**src/rtl/draw_sequencer.sv**
```systemverilog
// Purpose : walks the dirty tile lines in order and runs each line's erase then draw engine, muxing the active engine onto the plot port.
// Latency : draw_go sampled at edge 0 -> SCAN in cycle 1 -> first engine enable in cycle 2; one SCAN cycle per line.
// Backpress: an engine holds the sequencer until its done bit is seen; draw_go is ignored while a frame is in flight.
//
// Ports:
//   clock, resetn                  sole clock, asynchronous active-low reset
//   draw_go, skip_erase, dirty_mask frame request, draw-only mode, per-line redraw mask (latched in IDLE)
//   draw_done, erase_done          per-engine completion, only the active engine's bit is looked at
//   draw_x/y/col, erase_x/y/col    packed per-engine pixel buses, line i at [i*W +: W]
//   draw_enable, erase_enable      registered one-hot engine enables
//   vga_enable, x_out, y_out, colour_out  plot strobe and pixel of the active engine
//   busy, all_draw_done            frame in progress, one-cycle frame-complete pulse
module draw_sequencer #(
    parameter int NUM_LINES = 6,
    parameter int X_W       = 9,
    parameter int Y_W       = 8,
    parameter int COL_W     = 3
) (
    input  logic                       clock,
    input  logic                       resetn,
    input  logic                       draw_go,
    input  logic                       skip_erase,
    input  logic [NUM_LINES-1:0]       dirty_mask,
    input  logic [NUM_LINES-1:0]       draw_done,
    input  logic [NUM_LINES-1:0]       erase_done,
    input  logic [NUM_LINES*X_W-1:0]   draw_x,
    input  logic [NUM_LINES*X_W-1:0]   erase_x,
    input  logic [NUM_LINES*Y_W-1:0]   draw_y,
    input  logic [NUM_LINES*Y_W-1:0]   erase_y,
    input  logic [NUM_LINES*COL_W-1:0] draw_col,
    input  logic [NUM_LINES*COL_W-1:0] erase_col,
    output logic [NUM_LINES-1:0]       draw_enable,
    output logic [NUM_LINES-1:0]       erase_enable,
    output logic                       vga_enable,
    output logic [X_W-1:0]             x_out,
    output logic [Y_W-1:0]             y_out,
    output logic [COL_W-1:0]           colour_out,
    output logic                       busy,
    output logic                       all_draw_done
);

    localparam int               IDX_W    = $clog2(NUM_LINES);
    localparam logic [IDX_W-1:0] LAST_IDX = IDX_W'(NUM_LINES - 1);

    typedef enum logic [2:0] {
        IDLE,
        SCAN,
        ERASE,
        DRAW,
        DONE
    } state_t;

    state_t               state, state_nxt;
    logic [IDX_W-1:0]     idx, idx_nxt;
    logic [NUM_LINES-1:0] mask, mask_nxt;
    logic                 skip, skip_nxt;
    logic [NUM_LINES-1:0] line_sel;

    // Next-state logic. Done bits are only ever indexed by idx, so strays
    // from idle engines cannot move the FSM.
    always_comb begin
        state_nxt = state;
        idx_nxt   = idx;
        mask_nxt  = mask;
        skip_nxt  = skip;
        case (state)
            IDLE: begin
                if (draw_go) begin
                    mask_nxt  = dirty_mask;
                    skip_nxt  = skip_erase;
                    idx_nxt   = '0;
                    state_nxt = SCAN;
                end
            end
            SCAN: begin
                if (mask[idx]) begin
                    state_nxt = skip ? DRAW : ERASE;
                end else if (idx == LAST_IDX) begin
                    state_nxt = DONE;
                end else begin
                    idx_nxt = idx + 1'b1;
                end
            end
            ERASE: begin
                if (erase_done[idx]) begin
                    state_nxt = DRAW;
                end
            end
            DRAW: begin
                if (draw_done[idx]) begin
                    if (idx == LAST_IDX) begin
                        state_nxt = DONE;
                    end else begin
                        idx_nxt   = idx + 1'b1;
                        state_nxt = SCAN;
                    end
                end
            end
            DONE: begin
                state_nxt = IDLE;
            end
            default: begin
                state_nxt = IDLE;
            end
        endcase
    end

    // Enables are registered from the next state so they rise with the
    // ERASE/DRAW state and fall on the edge after the done is seen.
    assign line_sel = NUM_LINES'(1) << idx_nxt;

    always_ff @(posedge clock or negedge resetn) begin
        if (!resetn) begin
            state        <= IDLE;
            idx          <= '0;
            mask         <= '0;
            skip         <= 1'b0;
            draw_enable  <= '0;
            erase_enable <= '0;
        end else begin
            state        <= state_nxt;
            idx          <= idx_nxt;
            mask         <= mask_nxt;
            skip         <= skip_nxt;
            erase_enable <= (state_nxt == ERASE) ? line_sel : '0;
            draw_enable  <= (state_nxt == DRAW)  ? line_sel : '0;
        end
    end

    assign busy          = (state == SCAN) || (state == ERASE) || (state == DRAW);
    assign all_draw_done = (state == DONE);
    assign vga_enable    = |{draw_enable, erase_enable};

    // Enables are one-hot, so at most one slice is selected; idle value is
    // black-on-white: coordinates 0, colour all ones.
    always_comb begin
        x_out      = '0;
        y_out      = '0;
        colour_out = '1;
        for (int i = 0; i < NUM_LINES; i++) begin
            if (erase_enable[i]) begin
                x_out      = erase_x[i*X_W +: X_W];
                y_out      = erase_y[i*Y_W +: Y_W];
                colour_out = erase_col[i*COL_W +: COL_W];
            end
            if (draw_enable[i]) begin
                x_out      = draw_x[i*X_W +: X_W];
                y_out      = draw_y[i*Y_W +: Y_W];
                colour_out = draw_col[i*COL_W +: COL_W];
            end
        end
    end

endmodule

```
**config.mk**
```make
export PLATFORM = sky130hd
export DESIGN_NAME = draw_sequencer
export DESIGN_NICKNAME = d
export VERILOG_FILES = /design/src/rtl/draw_sequencer.sv
export SDC_FILE = /design/constraint.sdc
export NUM_CORES = 1
export LEC_CHECK = 0
export ABC_AREA = 1
export ABC_CLOCK_PERIOD_IN_PS = 2650
export BUFFER_PORTS_ARGS = -buffer_cell sky130_fd_sc_hd__buf_2
export CORE_AREA = 5 5 113 115
export CTS_CLUSTER_SIZE = 20
export DETAILED_ROUTE_END_ITERATION = 6
export DIE_AREA = 0 0 118 120
export SLEW_MARGIN = 25
export SYNTH_ARGS = -nofsm -noshare
export SYNTH_HDL_FRONTEND = slang
export SYNTH_SLANG_ARGS = --single-unit
```
**constraint.sdc**
```tcl
create_clock -name clock -period 2.65 [get_ports clock]
set_input_delay 0.265 -clock clock [delete_from_list [all_inputs] [get_ports clock]]
set_output_delay 0.265 -clock clock [all_outputs]
set_load 0.005 [all_outputs]
```
==> run_results.csv, run 1 <==
group,metric,value,unit
clock_network,clock-sinks,25,
synthesis,syn_area_per_cell,6.07,µm²
worst_setup_path,slowest_delay,0.52,ns
place,gp_congestion,0.970,
global_route,antenna_found_initial,1,
worst_setup_path,crit_end,"y_out[1]",
finish,syn_to_final_growth,52.3,%
timing,finalHoldViolCount,25,
clock_network,cts_root_buf,"clkbuf_16",
clock_network,htreeDepth,1,
pwr,leakage,2.77,nW
clock_network,holdBufCountCts,0,
global_route,grt_use_total,23.8,%
finish,final_area,5100,µm²
synthesis,synth_seq_cells,25,
timing,worst_pin_slew,0.566,ns
timing,setup_viol,0,
finish,layout_commonest_cell,"buf_2",
place,place_area,5020,µm²
pwr,p_switching,2.89,mW
die,die_height,120,µm
worst_setup_path,reg2reg_from,"idx[0]$_DFF_PN0_",
clock_network,worstSkewPairLatency,0.26,ns
timing,timing.final.ws_setup,0.138,ns
detailed_routing,drcViolationCount,0,
timing,final_max_slew_viol_count,0,
timing,max_slew_margin,62.1,%
synthesis,synth.cell_area,3350,µm²
worst_setup_path,worst_r2r_path_depth,9,
timing,fmax,398,MHz
timing,fin_setup_tns,0,ns
die,coreArea,11700,µm²
finish,fin_util,43.6,%
clock_network,cts.clk_slew.worst_paths,0.06,ns
global_route,grt_pass1_vias,5040,
die,dieArea,14200,µm²
finish,fin_cells,990,
worst_setup_path,crit_start,"draw_enable[1]$_DFF_PN0_",
timing,grt_setup_unrepaired,"no",
finish,final_cell_mix,"buf_2 (296), nand2_1 (139), nor2_1 (65)",
global_route,grt_start_max_net_pins,26,
detailed_routing,wl_per_cell,18.6,µm
worst_setup_path,startpoint_type,"flip-flop",
job,maxCapViolations,0,
place,hpwl,15600,µm
die,boundaryPins,297,
pwr,clkPwrFrac,6.3,%
worst_setup_path,ff2ff_setup_slack,0.50,ns
timing,hold_ws,-0.0200,ns
clock_network,cts_buffers,3,
die,initial_core_util,28.6,%
die,die_w,118,µm
synthesis,ys_types,41,
pwr,p_per_area,1030,nW/µm²
finish,drive_gt1_share,41.6,%
synthesis,mappedNetlistNets,816,
timing,min_period,2.51,ns
worst_setup_path,slowest_stage,"dfrtp_1",
synthesis,ys.flop_type,"dfrtp_1",
detailed_routing,routed_wl,18400,µm
pwr,netSwitchingFraction,54.7,%
detailed_routing,drtPass1Iterations,5,
worst_hold_path,hold_class,"in2async",
finish,nFillCells,1337,
synthesis,syn_inst,552,
detailed_routing,vias_per_cell,5.21,
clock_network,clockBufferDepth,2,
worst_setup_path,worst-path-max-fanout,15,
outcome,outcome,"complete, but fails checks",
pwr,seq_power_share,12.4,%
finish,nets,1107,
global_route,globalRouteOverflowTotal,0,
place,dpl_worst_slack,0.405,ns
pwr,p_total,5.28,mW
detailed_routing,vias,5156,
place,port_buffers,296,
global_route,grt_pass1_wl,27000,µm
synthesis,ys_async_sr_fraction,100,%
pwr,intPower,2.39,mW
worst_setup_path,end_kind,"primary output",
pwr,max-vdd-ir-drop,0.000495,V
synthesis,yosys_warnings,0,
worst_setup_path,r2r-end,"draw_enable[1]$_DFF_PN0_",
synthesis,synth_seq_area_share,18.7,%
worst_setup_path,required,2.38,ns
detailed_routing,ant_nets,0,
timing,finalClockSkew,0.00394,ns
pwr,combPwrFrac,81.3,%
place,placed_cells,985,
finish,multiInputGateArea,2410,µm²
detailed_routing,drt_iter0_drc,562,
timing,min_period_over_period,94.8,%
die,std_cell_rows,40,
worst_setup_path,path_cells,"inv_2, nand2_1, inv_2, nand2_1, a21oi_1, o21ai_0, a21oi_1, o21ai_0, buf_2",
finish,regArea,626,µm²
synthesis,synth_enable_flop_cells,0,
outcome,violations,"hold timing",
clock_network,cts_tree,"done",
worst_setup_path,worst-setup-path-type,"reg2out",
worst_setup_path,cp.arrival,2.25,ns
metal layers:
layer	routed length [µm]	GRT usage [%]
met1	6990	28.2
met2	9590	44.4
met3	1320	3.53
met4	483	6.38
met5	0	0
worst max-delay path: cells and delay by family (launching register included):
kind / cells / cell delay [ns]
flip-flops: 1 / 0.52
buffers and inverters: 3 / 0.46
AND/OR/NAND/NOR: 2 / 0.29
AO/OA/AOI/OAI: 4 / 0.72
cells by family after synthesis:
kind of cell	Yosys count	share of synthesized area [%]
AO/OA/AOI/OAI	180	36.6
adder cells (fa/ha/maj)	2	0.747
XOR/XNOR	1	0.262
flip-flops	25	18.7
multiplexers	2	0.672
AND/OR/NAND/NOR	263	33.5
buffers and inverters	79	9.53
worst min path at each step:
stage,from,endpoint,cells after the start
finish,resetn,skip$_DFFE_PN0P_,1
floorplan,resetn,draw_enable[0]$_DFF_PN0_,0
CTS,resetn,mask[4]$_DFFE_PN0P_,1
detailed placement,resetn,mask[4]$_DFFE_PN0P_,1
global placement,resetn,skip$_DFFE_PN0P_,1
global route,resetn,skip$_DFFE_PN0P_,1
power groups by stage:
stage	Combinational [mW]	Clock, mW	Sequential (mW)
2_1_floorplan	2.58	0	0.590
3_3_place_gp	4.30	0	0.657
3_5_place_dp	4.32	0	0.656
4_1_cts	4.33	0.337	0.653
5_1_grt	4.77	0.354	0.675
6_report	4.29	0.330	0.654
cells in the mapped netlist (4+ instances only):
cell type  count  share of area [%]
buf_2          9                1.3
a22oi_1        9                2.0
nand2_1      140                 16
inv_2          7               0.78
o211ai_1      20                4.5
nand4_1        7                1.3
a221oi_1      28                7.3
o2111ai_1      8                2.1
o21bai_1       7                1.6
dfrtp_1       25                 19
nand3_1       24                3.6
a21boi_0       8                1.8
nor3_1        13                1.9
clkbuf_1      15                1.7
inv_1         42                4.7
o22ai_1        4               0.75
nor2_1        65                7.3
o21ai_0       44                6.6
a21oi_1       34                5.1
nor2_2         4               0.75
o221a_2        8                2.7
area by class of cell:
type,count,area share [%]
inverter,52,3.83
antenna,1,0.0490
timing repair buffer,313,31.5
tap,147,3.60
multi-input combinational,448,47.2
clock buffer,4,1.54
sequential,25,12.3
flip-flops by register name, summed over array words and instances, names as in the netlist:
signal and cells:
skip 1, mask 6, erase_enable 6, state 3, draw_enable 6, idx 3
repair_timing:
action / in CTS / in global routing
setup buffers: 0 / 0
resized for setup: 0 / 4
endpoints found under the setup margin: 0 / 5
(Power assumes the default switching activity.)
==> run 2, diff against run 1 <==
--- a/config.mk
+++ b/config.mk
@@ -12,6 +12,7 @@
 export CTS_CLUSTER_SIZE = 20
 export DETAILED_ROUTE_END_ITERATION = 6
 export DIE_AREA = 0 0 118 120
+export RECOVER_POWER = 25
 export SLEW_MARGIN = 25
 export SYNTH_ARGS = -nofsm -noshare
 export SYNTH_HDL_FRONTEND = slang
==> run 2 against run 1 <==
Compared with the run above:
- critical path type unchanged
- cell area hardly changed
- critical path depth stayed put
- first-iteration DRC count stayed put
- sequential cell count stayed put
- the run now ends clean
- non-clock buffer count stayed put
- largest cell class unchanged
- global-route usage stayed put
- setup slack stayed put
- clock skew stayed put
==> run_results.csv, run 2 (synthesized netlist as in run 1, its figures left out) <==
group,metric,value,unit
die,die_height,120,µm
worst_setup_path,startpoint_type,"flip-flop",
die,coreArea,11700,µm²
timing,min_period,2.51,ns
timing,fmax,398,MHz
place,gp_congestion,0.970,
clock_network,cts_buffers,3,
timing,max_slew_margin,13.9,%
timing,final_max_slew_viol_count,0,
pwr,intPower,2.39,mW
place,port_buffers,296,
die,dieArea,14200,µm²
detailed_routing,vias,5156,
global_route,antenna_found_initial,1,
pwr,leakage,2.77,nW
detailed_routing,drt_iter0_drc,562,
place,hpwl,15600,µm
pwr,combPwrFrac,81.3,%
timing,grt_setup_unrepaired,"no",
detailed_routing,drtPass1Iterations,5,
clock_network,clockBufferDepth,2,
global_route,globalRouteOverflowTotal,0,
finish,syn_to_final_growth,52.3,%
detailed_routing,routed_wl,18400,µm
timing,fin_setup_tns,0,ns
timing,worst_pin_slew,1.29,ns
die,std_cell_rows,40,
global_route,grt_use_met1,28.2,%
global_route,met2_usage,44.4,%
finish,nets,1107,
timing,min_period_over_period,94.8,%
worst_setup_path,cp.arrival,2.25,ns
clock_network,htreeDepth,1,
pwr,p_switching,2.89,mW
clock_network,holdBufCountCts,0,
clock_network,cts_root_buf,"clkbuf_16",
worst_setup_path,worst-path-max-fanout,15,
job,maxCapViolations,0,
die,boundaryPins,297,
timing,finalHoldViolCount,0,
clock_network,clock-sinks,25,
global_route,grt_pass1_vias,5040,
clock_network,cts.clk_slew.worst_paths,0.06,ns
outcome,outcome,"complete, no violations",
finish,reg.largest.list,"draw_enable: 6 flops, erase_enable: 6 flops, mask: 6 flops",
global_route,grt_use_total,23.8,%
detailed_routing,vias_per_cell,5.21,
global_route,busiest_layer,"met2",
timing,setup_viol,0,
finish,layout_commonest_cell,"buf_2",
pwr,p_per_area,1030,nW/µm²
pwr,clkPwrFrac,6.3,%
worst_hold_path,hold_class,"in2reg",
global_route,grt_start_max_net_pins,26,
finish,drive_gt1_share,41.4,%
worst_setup_path,end_kind,"primary output",
timing,finalClockSkew,0.00394,ns
die,die_w,118,µm
die,initial_core_util,28.6,%
clock_network,worstSkewPairLatency,0.26,ns
worst_setup_path,worst-setup-path-type,"reg2out",
global_route,grt_pass1_wl,27000,µm
finish,final_cell_mix,"buf_2 (295), nand2_1 (139), nor2_1 (65)",
place,placed_cells,985,
clock_network,cts_tree,"done",
pwr,seq_power_share,12.4,%
finish,fin_cells,990,
worst_setup_path,required,2.38,ns
detailed_routing,wl_per_cell,18.6,µm
detailed_routing,ant_nets,0,
global_route,grtUsageMet3,3.53,%
detailed_routing,drcViolationCount,0,
pwr,max-vdd-ir-drop,0.000495,V
pwr,netSwitchingFraction,54.7,%
-- run 2: worst max-delay path, stage by stage (launching register included) --
cell	delay, ns
dfrtp_1	0.52
inv_2	0.15
nand2_1	0.19
inv_2	0.16
nand2_1	0.10
a21oi_1	0.05
o21ai_0	0.36
a21oi_1	0.13
o21ai_0	0.18
buf_2	0.15
-- run 2: worst paths after layout --
| kind | cells after the start | startpoint | endpoint | slack (ns) |
|---|---|---|---|---|
| setup reg to reg | 9 | idx[0]$_DFF_PN0_ | draw_enable[1]$_DFF_PN0_ | 0.50 |
| max in group asynchronous | 1 | resetn | mask[0]$_DFFE_PN0P_ | 1.61 |
| setup / recovery | 9 | draw_enable[1]$_DFF_PN0_ | y_out[1] | 0.14 |
| min in group asynchronous | 1 | resetn | skip$_DFFE_PN0P_ | 0.27 |
| hold / removal | 2 | skip_erase | skip$_DFFE_PN0P_ | 0.23 |
| hold reg to reg | 2 | mask[2]$_DFFE_PN0P_ | mask[2]$_DFFE_PN0P_ | 0.51 |
-- run 2: layer usage --
metal,wire length (µm),up-vias,part of all wire (%)
li1,-,2537,-
met1,6990,2338,38
met4,483,0,2.6
met3,1320,27,7.2
met5,0,-,0
met2,9590,254,52
-- run 2: layout make-up --
cell class	count	area (µm²)
inverters	52	195
fillers	1337	6610
diodes	1	2.50
multi-input cells	448	2410
flip-flops and latches	25	626
repair buffers	313	1610
clock buffers	4	78.8
well taps	147	184
-- run 2: timing repair --
| action | CTS | global route |
|---|---|---|
| endpoints found under the setup margin | 0 | 5 |
| buffers inserted | 0 | 0 |
| resized for setup | 0 | 4 |
-- run 2: per-stage QoR --
stage | util (%) | power (mW) | hold slack [ns] | area (µm²) | worst slack (ns)
after floorplan | - | 3.17 | -0.0306 | 3350 | 0.840
after global placement | 42.9 | 4.95 | 0.293 | 5020 | 0.460
after detailed placement | 42.9 | 4.97 | 0.295 | 5020 | 0.405
after CTS | 43.5 | 5.32 | 0.0261 | 5100 | 0.121
after global routing | 43.5 | 5.80 | 0.234 | 5100 | 0.000188
final | 43.6 | 5.28 | 0.234 | 5100 | 0.138
-- run 2: power groups by stage --
stage / registers [mW] / logic (mW) / clock network, mW
final: 0.654 / 4.29 / 0.330
after global routing: 0.675 / 4.77 / 0.354
after CTS: 0.653 / 4.33 / 0.337
after detailed placement: 0.656 / 4.32 / 0
after global placement: 0.657 / 4.30 / 0
after floorplan: 0.590 / 2.58 / 0
==> run 3, diff against run 2 <==
--- a/config.mk
+++ b/config.mk
@@ -8,7 +8,7 @@
 export ABC_AREA = 1
 export ABC_CLOCK_PERIOD_IN_PS = 2650
 export BUFFER_PORTS_ARGS = -buffer_cell sky130_fd_sc_hd__buf_2
-export CORE_AREA = 5 5 113 115
+export CORE_AREA = 2 2 116 118
 export CTS_CLUSTER_SIZE = 20
 export DETAILED_ROUTE_END_ITERATION = 6
 export DIE_AREA = 0 0 118 120
==> run 3 against run 2 <==
Compared with the run above:
- clock skew grew 0.0035 ns
- power grew 0.39%
- global-route usage grew 2.1 points
- first-iteration DRC count shrank 26%
- via count grew 0.85%
- combinational power grew 1%
- wire length grew 5.1%
- cell count grew 2.8%
- clock power grew 4%
- critical endpoint is now x_out[7]
- largest power group unchanged
==> run_results.csv, run 3 (synthesized netlist as in run 1, its figures left out) <==
group,metric,value,unit
job,maxCapViolations,0,
finish,final_area,5130,µm²
die,std_cell_rows,42,
pwr,p_per_area,1030,nW/µm²
worst_setup_path,path_cells,"nor2_1, inv_1, nor2_1, nor3_1, a21boi_0, o21ai_0, buf_2",
finish,nets,1104,
global_route,grt_pass1_vias,5037,
die,die_height,120,µm
global_route,grt_start_max_net_pins,29,
timing,max_slew_margin,7.15,%
finish,reg.largest.list,"draw_enable: 6 flops, erase_enable: 6 flops, mask: 6 flops",
die,coreArea,13000,µm²
worst_setup_path,startpoint_type,"flip-flop",
worst_setup_path,required,2.38,ns
global_route,antenna_found_initial,4,
worst_setup_path,end_kind,"primary output",
timing,finalClockSkew,0.00745,ns
worst_setup_path,worst_r2r_path_depth,10,
worst_hold_path,hold_class,"in2reg",
global_route,grt_pass1_wl,28200,µm
finish,drive_gt1_share,41.5,%
detailed_routing,drt_iter0_drc,417,
clock_network,clockBufferDepth,2,
global_route,grt_use_total,25.8,%
place,port_buffers,296,
clock_network,cts_tree,"done",
detailed_routing,vias_per_cell,5.11,
clock_network,cts_root_buf,"clkbuf_16",
worst_hold_path,worstHoldStart,"dirty_mask[5]",
clock_network,htreeDepth,1,
timing,worst_pin_slew,1.39,ns
pwr,p_total,5.30,mW
finish,final_cell_mix,"buf_2 (295), nand2_1 (139), nor2_1 (64)",
detailed_routing,drtPass1Iterations,5,
timing,fmax,396,MHz
clock_network,cts.clk_slew.worst_paths,0.07,ns
clock_network,clock-sinks,25,
detailed_routing,ant_nets,0,
timing,final_max_slew_viol_count,0,
timing,fin_setup_tns,0,ns
die,dieArea,14200,µm²
die,initial_core_util,25.8,%
worst_hold_path,holdPathEnd,"mask[5]$_DFFE_PN0P_",
worst_setup_path,crit_top_cell,"nor2_1",
detailed_routing,drcViolationCount,0,
timing,min_period,2.53,ns
worst_setup_path,ff2ff_setup_slack,0.64,ns
outcome,outcome,"complete, no violations",
pwr,max-vdd-ir-drop,0.000319,V
clock_network,cts_buffers,3,
worst_setup_path,slowest_stage,"dfrtp_1",
place,gp_congestion,0.948,
worst_setup_path,r2r-end,"erase_enable[5]$_DFF_PN0_",
timing,min_period_over_period,95.3,%
die,boundaryPins,297,
timing,finalHoldViolCount,0,
finish,layout_commonest_cell,"buf_2",
worst_setup_path,worst-setup-path-type,"reg2out",
clock_network,cts_setup_buffers,0,
worst_setup_path,worst-path-max-fanout,14,
detailed_routing,routed_wl,19300,µm
detailed_routing,vias,5200,
timing,setup_viol,0,
finish,nFillCells,1499,
place,place_area,5030,µm²
place,hpwl,16400,µm
timing,grt_setup_unrepaired,"no",
worst_setup_path,cp.arrival,2.26,ns
die,die_w,118,µm
worst_setup_path,slowest_delay,0.47,ns
pwr,leakage,2.75,nW
clock_network,worstSkewPairLatency,0.26,ns
global_route,globalRouteOverflowTotal,0,
detailed_routing,wl_per_cell,19.0,µm
worst_hold_path,whs_path_depth,2,
finish,syn_to_final_growth,53.2,%
worst_setup_path,reg2reg_from,"idx[1]$_DFF_PN0_",
## run 3: stage by stage
step / worst slack [ns] / instances / util, % / hold WS (ns)
finish: 0.125 / 1018 / 39.5 / 0.237
CTS: 0.108 / 1015 / 39.4 / 0.0270
floorplan: 0.840 / 552 / - / -0.0306
detailed placement: 0.223 / 1011 / 38.8 / 0.307
global placement: 0.284 / 1011 / 38.8 / 0.304
global route: 0.000242 / 1015 / 39.5 / 0.245
## run 3: layer usage
| layer | global-route usage, % | routed length, µm |
|---|---|---|
| met1 | 29.1 | 7240 |
| met2 | 49.3 | 10100 |
| met3 | 3.99 | 1280 |
| met4 | 8.51 | 658 |
| met5 | 0 | 13 |
## run 3: layout make-up
| class | instances | area (µm²) | area share, % |
|---|---|---|---|
| diodes | 3 | 7.51 | 0.146 |
| multi-input cells | 448 | 2410 | 47.1 |
| clock inverters | 1 | 7.51 | 0.146 |
| flip-flops and latches | 25 | 627 | 12.2 |
| inverters | 52 | 195 | 3.80 |
| repair buffers | 310 | 1590 | 30.9 |
| clock buffers | 3 | 75.1 | 1.46 |
| well taps | 176 | 220 | 4.29 |
## run 3: critical path, delay by kind of cell, from the launching register on
family / cells / cell delay [ns]
simple gates: 3 / 0.65
buf+inv: 2 / 0.48
flops: 1 / 0.47
compound gates: 2 / 0.40
## run 3: what timing repair did
item                                    in CTS  in global routing
endpoints found under the setup margin       4                  3
gates resized for setup                      1                  3
endpoints found under the hold margin        0                  0
hold buffers                                 0                  0
pin swaps                                    0                  0
## run 3: how the worst max path moves through the flow
stage / cells after the start / endpoint / startpoint
after floorplan: 11 / draw_enable[0]$_DFF_PN0_ / idx[1]$_DFF_PN0_
final: 7 / x_out[7] / draw_enable[3]$_DFF_PN0_
after global placement: 9 / colour_out[1] / erase_enable[2]$_DFF_PN0_
after CTS: 7 / colour_out[0] / erase_enable[4]$_DFF_PN0_
after global routing: 7 / x_out[7] / draw_enable[3]$_DFF_PN0_
after detailed placement: 9 / colour_out[1] / erase_enable[2]$_DFF_PN0_
## run 3: report_power, final
part           leakage [nW]  switching (mW)  internal (mW)  total (mW)
combinational          2.40            2.67           1.67        4.34
clock                0.0371           0.139          0.205       0.343
sequential            0.319           0.106          0.510       0.616
total                  2.75            2.91           2.39        5.30
